`src/rtl/arcino_multdiv_seq.sv`:
```
// Iterative 32-bit multiply/divide sequencer for the M extension.
// Shift-add multiply and restoring divide share one 65-bit accumulator.
module arcino_multdiv_seq (
  input  logic        clk_i,
  input  logic        rst_ni,
  input  logic        mult_en_i,
  input  logic        div_en_i,
  input  logic [1:0]  operator_i,
  input  logic [1:0]  signed_mode_i,
  input  logic [31:0] op_a_i,
  input  logic [31:0] op_b_i,
  output logic [31:0] result_o,
  output logic        valid_o,
  output logic        busy_o
);

  // state  | meaning
  // IDLE   | waiting for a request; operands latched on accept
  // CALC   | one multiply/divide step per cycle, 32 steps
  // FINISH | valid_o pulse; result_o already holds the answer

  typedef enum logic [1:0] {MD_MULL, MD_MULH, MD_DIV, MD_REM} md_op_e;
  typedef enum logic [1:0] {S_IDLE, S_CALC, S_FINISH} state_e;

  state_e      state_q, state_d;
  md_op_e      op_q;
  logic        en;
  logic [4:0]  cnt_q;
  logic [64:0] acc_q, step_acc;
  logic [31:0] abs_a_q, abs_b_q, raw_a_q;
  logic        neg_a_q, neg_b_q, div_zero_q;

  logic        neg_a_in, neg_b_in;
  logic [31:0] abs_a_in, abs_b_in;
  logic [32:0] hi_sum, rem_sh;
  logic [31:0] q_sh;
  logic [63:0] prod, prod_s;
  logic [31:0] quot, rem, result_d;
  logic        sgn;

  assign en = mult_en_i | div_en_i;

  assign neg_a_in = signed_mode_i[0] & op_a_i[31];
  assign neg_b_in = signed_mode_i[1] & op_b_i[31];
  assign abs_a_in = neg_a_in ? -op_a_i : op_a_i;
  assign abs_b_in = neg_b_in ? -op_b_i : op_b_i;

  always_ff @(posedge clk_i or negedge rst_ni) begin
    if (!rst_ni) state_q <= S_IDLE;
    else         state_q <= state_d;
  end

  always_comb begin
    state_d = state_q;
    valid_o = 1'b0;
    busy_o  = 1'b0;
    case (state_q)
      S_IDLE: begin
        if (en) state_d = S_CALC;
      end
      S_CALC: begin
        busy_o = 1'b1;
        if (!en)              state_d = S_IDLE;
        else if (cnt_q == '0) state_d = S_FINISH;
      end
      S_FINISH: begin
        busy_o  = 1'b1;
        valid_o = 1'b1;
        state_d = S_IDLE;
      end
      default: state_d = S_IDLE;
    endcase
  end

  // One iteration: multiply uses {hi,lo}, divide uses {rem,q} in the same register.
  always_comb begin
    hi_sum = acc_q[64:32] + (acc_q[0] ? {1'b0, abs_a_q} : 33'd0);
    rem_sh = {acc_q[63:32], acc_q[31]};
    q_sh   = {acc_q[30:0], 1'b0};
    if (op_q == MD_MULL || op_q == MD_MULH) begin
      step_acc = {1'b0, hi_sum, acc_q[31:1]};
    end else if (rem_sh >= {1'b0, abs_b_q}) begin
      step_acc = {rem_sh - {1'b0, abs_b_q}, q_sh | 32'd1};
    end else begin
      step_acc = {rem_sh, q_sh};
    end
  end

  // Result is formed from the final step's next value so it lands with valid_o.
  always_comb begin
    sgn    = neg_a_q ^ neg_b_q;
    prod   = step_acc[63:0];
    prod_s = sgn ? -prod : prod;
    quot   = step_acc[31:0];
    rem    = step_acc[63:32];
    case (op_q)
      MD_MULL: result_d = prod_s[31:0];
      MD_MULH: result_d = prod_s[63:32];
      MD_DIV:  result_d = div_zero_q ? 32'hFFFF_FFFF : (sgn ? -quot : quot);
      MD_REM:  result_d = div_zero_q ? raw_a_q : (neg_a_q ? -rem : rem);
      default: result_d = '0;
    endcase
  end

  always_ff @(posedge clk_i or negedge rst_ni) begin
    if (!rst_ni) begin
      op_q       <= MD_MULL;
      cnt_q      <= '0;
      acc_q      <= '0;
      abs_a_q    <= '0;
      abs_b_q    <= '0;
      raw_a_q    <= '0;
      neg_a_q    <= 1'b0;
      neg_b_q    <= 1'b0;
      div_zero_q <= 1'b0;
      result_o   <= '0;
    end else begin
      if (state_q == S_IDLE && en) begin
        op_q       <= md_op_e'(operator_i);
        cnt_q      <= 5'd31;
        abs_a_q    <= abs_a_in;
        abs_b_q    <= abs_b_in;
        raw_a_q    <= op_a_i;
        neg_a_q    <= neg_a_in;
        neg_b_q    <= neg_b_in;
        div_zero_q <= (op_b_i == '0);
        acc_q      <= {33'd0, operator_i[1] ? abs_a_in : abs_b_in};
      end else if (state_q == S_CALC && en) begin
        acc_q <= step_acc;
        cnt_q <= cnt_q - 5'd1;
        if (cnt_q == '0) result_o <= result_d;
      end
    end
  end

endmodule

```
`config.mk`:
```
export PLATFORM = sky130hd
export DESIGN_NAME = arcino_multdiv_seq
export DESIGN_NICKNAME = d
export VERILOG_FILES = /design/src/rtl/arcino_multdiv_seq.sv
export SDC_FILE = /design/constraint.sdc
export NUM_CORES = 1
export LEC_CHECK = 0
export ABC_AREA = 1
export BUFFER_PORTS_ARGS = -buffer_cell sky130_fd_sc_hd__buf_2
export CELL_PAD_IN_SITES_DETAIL_PLACEMENT = 0
export CELL_PAD_IN_SITES_GLOBAL_PLACEMENT = 2
export CORE_ASPECT_RATIO = 1.2
export CORE_MARGIN = 1.5
export CORE_UTILIZATION = 29
export DETAILED_ROUTE_END_ITERATION = 8
export MAX_ROUTING_LAYER = met4
export PLACE_DENSITY = 0.73
export SLEW_MARGIN = 5
export SYNTH_ARGS = -nofsm -noshare
export SYNTH_HDL_FRONTEND = slang
export SYNTH_SLANG_ARGS = --single-unit
```
`constraint.sdc`:
```
create_clock -name clk_i -period 5.26 [get_ports clk_i]
set_input_delay 1.578 -clock clk_i [delete_from_list [all_inputs] [get_ports clk_i]]
set_output_delay 1.578 -clock clk_i [all_outputs]
set_load 0.05 [all_outputs]
```
Word-level counts from Yosys, hierarchy flattened --
Cells that the tools add are included.
Cells by class: multiplexer cells 22, reductions and logical operators 11, bitwise logic cells 5, $add $sub $neg 8, order comparisons 1, equality and inequality tests 7
Operators with widths (count):
- $mux W65 | 4
- $mux W32 | 8
- $neg A32 Y32 | 4
- $pmux W32 S4 | 1
- $mux W64 | 1
- $neg A64 Y64 | 1
- $add A33 B32 Y33 | 1
- $ge A33 B32 Y1 | 1
- $sub A33 B32 Y33 | 1
- $logic_not A32 Y1 | 1
- $mux W5 | 2
- $eq A2 B2 Y1 const B | 3
- $mux W2 | 3
- $logic_not A5 Y1 | 1
- $sub A5 B1 Y5 const B | 1
- $eq A2 B1 Y1 const B | 2
- $logic_not A2 Y1 | 2
- $pmux W2 S2 | 1
- $ne A3 B3 Y1 const B | 1
- $reduce_and A3 Y1 | 1
- $and A1 B1 Y1 | 2
- $logic_and A1 B1 Y1 | 2
- $mux W1 | 2
- $ne A2 B2 Y1 const B | 1
- other kinds (7) | 7
Storage, ports and cells: flip-flop bits (word level) 205, word-level logic and storage cells 65

Depth between registers and ports, before layout --
word-level depth 7, gate-level depth with buffers 32

Least setup slack after synthesis --
No wires, ideal clock.
path type in2reg, start input op_a_i[1], end register acc_q[30], arrival time 3589 ps, stages 16, data required time 5140 ps, setup slack 1552 ps, path through inv_1 -> ha_1 -> nand3_1 -> nor3_1 -> nand3_1 -> nor3_1 -> nand3_1 -> nand2_1 -> nand2_1 -> a21oi_1 -> o21ai_0 -> xor2_1 -> a221oi_1 -> nand2_1 -> o21ai_0 -> inv_1
On the way: longest elaborated chain between the ends 4
RTL lines:
- from (decl) | line 10 | input logic [31:0] op_a_i,
- $neg A32 Y32 | line 45 | assign abs_a_in = neg_a_in ? -op_a_i : op_a_i;
- $mux W32 | line 45
- $mux W32 | line 127 | acc_q <= {33'd0, operator_i[1] ? abs_a_in : abs_b_in};
- $mux W65 | line 118 | if (state_q == S_IDLE && en) begin
- to (signal assigned) | line 127
- to (signal assigned) | line 129 | acc_q <= step_acc;
- to (decl) | line 29 | logic [64:0] acc_q, step_acc;
No other way between the ends. A chain may end at the register's enable or synchronous reset.

Final worst setup path --
start register acc_q[59], end register result_o[14]
On the way: longest elaborated chain between the ends 7
RTL lines:
- $ge A33 B32 Y1 (*) | line 82 | end else if (rem_sh >= {1'b0, abs_b_q}) begin
- $mux W65 (*) | line 82
- $mux W65 (*) | line 80 | if (op_q == MD_MULL || op_q == MD_MULH) begin
- $neg A32 Y32 (on tied branches) | line 100, 99
- $mux W32 (on tied branches) (2 in series) | line 100, 99
- $pmux W32 S4 (*) | line 96 | case (op_q)
- to (signal assigned) | line 131 | if (cnt_q == '0) result_o <= result_d;
- to (decl) | line 12 | output logic [31:0] result_o,
Every way passes the cells marked *; elsewhere a longest branch is shown, timed or not.

==> flow_summary.json <==
{
  "startpoint": "acc_q[59]$_DFFE_PN0P_",
  "timing.slew.headroom_pct": 10.49,
  "top_level_pins": 106,
  "required_time_reported_for_the_critical_path_endpoint_ns": 5.78,
  "achievable-frequency_mhz": 211.3,
  "arrival_ns": 5.26,
  "finalWeightedCongestion": 0.9907,
  "clock_period_minus_final_worst_setup_slack_ns": 4.733,
  "dieWidth_um": 242.2,
  "ant_nets": 0,
  "ys_warn_count": 0,
  "cpMaxStageDelayCell": "sky130_fd_sc_hd__dfrtp_1",
  "postCtsSetupBuffers": 0,
  "placement_rows": 105,
  "drt_wl_total_um": 100600,
  "holdCritPathClass": "flop to flop",
  "share_of_the_yosys_chip_area_belonging_to_registers_pct": 25.64,
  "clock_insertion_delay_worst_skew_ns": 0.60,
  "cell_with_the_most_instances_on_the_worst_path": "sky130_fd_sc_hd__nand2_1",
  "worstPathMaxFanout": 6,
  "drt-pass1-iter-count": 5,
  "avgRoutedWirePerCell_um": 23.68,
  "netlist-cell-type-count": 57,
  "synth.avg_cell_area_sq_um": 6.120,
  "synth_ff_type": "sky130_fd_sc_hd__dfrtp_1",
  "cp-end-kind": "flop",
  "floorplan.die.height_um": 290.0,
  "mappedNetlistNets": 3400,
  "number_of_sinks_driven_by_the_clock_tree": 204,
  "numCtsBuffers": 27,
  "worst_clock_skew_ns": 0.02279,
  "synthXorXnorAreaFrac_pct": 4.927,
  "hpwlAfterDp_um": 81870,
  "htreeDepth": 1,
  "tightestPinTransition_ns": 1.329,
  "critical-path-max-stage-delay_ns": 0.47,
  "clock_path_buffers": 3,
  "die_area_sq_um": 70240,
  "gr-usage-all-layers_pct": 28.87,
  "register_clock_pin_slew_on_the_reported_worst_setup_and_hold_paths_ns": 0.06,
  "place_worst_setup_slack_ns": 0.4531,
  "post_synth_fa_ha_maj_area_fraction_pct": 4.789,
  "cap_violations": 0,
  "number_of_vias_after_detailed_routing": 21870,
  "portBuffers": 105,
  "synth.cell_area_sq_um": 19910,
  "outcome": "finished clean",
  "wirelength_met1_um": 42480,
  "initial_core_util_pct": 29.20,
  "cts_hold_buf": 0,
  "antenna-diode-count": 0,
  "synthSimpleGateAreaFrac_pct": 37.66,
  "synthArstFlopShare_pct": 100.0,
  "regToRegStartpoint": "acc_q[59]$_DFFE_PN0P_",
  "r2r_cells": 25,
  "synth_compound_area_share_pct": 14.78,
  "grt_first_pass_wirelength_um": 144800,
  "reg2reg_slack_ns": 0.53,
  "global_route.overflow_total": 0,
  "synth_cells": 3253,
  "synth_edf_count": 0,
  "met3_length_um": 4813,
  "hold_ws_ns": 0.4742,
  "critical_path.startpoint_type": "flop",
  "area_inside_the_core_boundary_sq_um": 68180,
  "post_synth_most_frequent_cells": "sky130_fd_sc_hd__nand2_1 (1015), sky130_fd_sc_hd__inv_1 (484), sky130_fd_sc_hd__o21ai_0 (305), sky130_fd_sc_hd__nor2_1 (262), sky130_fd_sc_hd__nand3_1 (220)",
  "grt_antenna_before_repair": 3,
  "via_count_of_the_first_global_routing_pass": 21200,
  "setup_tns_ns": 0,
  "final_layout_size_suffix_gt1_share_pct": 10.23,
  "report.final.slew_viol_count": 0,
  "hold_viol": 0,
  "synth_top_area_share_pct": 25.64,
  "synth-seq-cells": 204,
  "post_cts_resized": 0,
  "final-setup-viol-count": 0,
  "topRoutingLayerUsed": "met4",
  "setup.worst_path.class": "flop to flop",
  "setup.worst_path.end": "result_o[14]$_DFFE_PN0P_",
  "detail_route.vias_per_cell": 5.145,
  "share_of_cell_area_taken_by_muxes_after_synthesis_pct": 0,
  "detailed_route_iter0_violations": 1976,
  "clockRootBuffer": "sky130_fd_sc_hd__clkbuf_16",
  "setup_repair_after_global_routing_missed_its_margin": "no",
  "cts_tree": "yes",
  "synth_top_family_by_area": "simple AND/OR/NAND/NOR gates",
  "post-synth-top-count-cell": "sky130_fd_sc_hd__nand2_1",
  "synthTopCellsByArea": "sky130_fd_sc_hd__dfrtp_1 (26%), sky130_fd_sc_hd__nand2_1 (19%), sky130_fd_sc_hd__inv_1 (9.1%)",
  "final_nets": 3469,
  "drc_errors": 0,
  "r2r_end": "result_o[14]$_DFFE_PN0P_",
  "wire_length_on_met2_um": 48150,
  "area_growth_from_synthesis_to_final_layout_pct": 12.12,
  "post-synth-top-area-cell": "sky130_fd_sc_hd__dfrtp_1",
  "fin_crit_sh_pct": 89.98,
  "grt_start_max_net_pins": 93,
  "crit_path_setup_slack_layout_ns": 0.5272
}
## kinds of logic after synthesis
logic type | count (synthesis)
simple gates | 1706
compound gates | 538
fa+ha+maj | 75
flops | 204
buf+inv | 618
xor+xnor | 112
## area by class of cell
cell class                 count  area (sq um)
fill                        7713         45860
multi-input combinational   2431         12390
sequential                   204          5109
inverter                     509          1911
tap                          909          1137
timing repair buffer         149         878.3
clock buffer                  37         753.2
clock inverter                12         137.6
## how the worst min path moves through the flow
stage                             start                  endpoint  slack, ns  depth (start not counted)
3_3_place_gp   result_o[25]$_DFFE_PN0P_  result_o[25]$_DFFE_PN0P_       0.46                          2
4_1_cts        result_o[25]$_DFFE_PN0P_  result_o[25]$_DFFE_PN0P_       0.48                          2
6_report       result_o[22]$_DFFE_PN0P_  result_o[22]$_DFFE_PN0P_       0.47                          2
2_1_floorplan    raw_a_q[4]$_DFFE_PN0P_    raw_a_q[4]$_DFFE_PN0P_       0.44                          2
5_1_grt        result_o[25]$_DFFE_PN0P_  result_o[25]$_DFFE_PN0P_       0.50                          2
3_5_place_dp   result_o[25]$_DFFE_PN0P_  result_o[25]$_DFFE_PN0P_       0.46                          2
## cells in the final DEF (no fill, tap or decap), drive strengths merged
master	instances
xnor2	26
clkinvlp	2
o221ai	13
o31ai	3
a31oi	5
nand3	254
o32ai	1
a21oi	122
dfrtp	204
a21boi	1
o2111ai	2
buf	149
or4	1
o22ai	9
xor2	86
bufinv	2
o211ai	19
a221oi	2
a22oi	5
fa	2
nor4	7
nand2	1039
nand4	61
or2	15
o21a	3
nor3	17
ha	73
nor2	297
a21o	3
clkinv	11
clkbuf	37
o2bb2ai	1
o21ai	343
a32oi	1
nand3b	11
o21bai	5
and2	4
inv	506
## layer usage
metal | track usage (%) | up-vias
met5 | - | -
met4 | 12.74 | 0
met3 | 2.673 | 195
met2 | 48.46 | 749
met1 | 35.16 | 10420
li1 | - | 10510
## registers in the layout (all words and copies together) (netlist names)
name / cells
abs_a_q: 32
abs_b_q: 32
acc_q: 65
cnt_q: 5
div_zero_q: 1
neg_a_q: 1
neg_b_q: 1
op_q: 2
raw_a_q: 31
result_o: 32
state_q: 2
## worst max-delay path, delay by kind of cell (launching register included)
kind	cells	cell delay (ns)
adders and majority gates	2	0.62
and+or+nand+nor	18	2.59
buffers and inverters	1	0.03
DFF	1	0.47
xor gates and xnor gates	1	0.35
AOI/OAI and AO/OA	3	0.59
## per-stage QoR
| stage | std cells | utilization (%) | cell area [sq um] |
|---|---|---|---|
| 4_1_cts | 4251 | 32.74 | 22320 |
| 6_report | 4251 | 32.74 | 22320 |
| 3_5_place_dp | 4202 | 31.43 | 21430 |
| 2_1_floorplan | 3253 | - | 19910 |
| 3_3_place_gp | 4202 | 31.43 | 21430 |
| 5_1_grt | 4251 | 32.74 | 22320 |
Power is left out: the tool's default activity adds up to more than one toggle a clock period on the data nets, which glitch-free logic cannot reach.
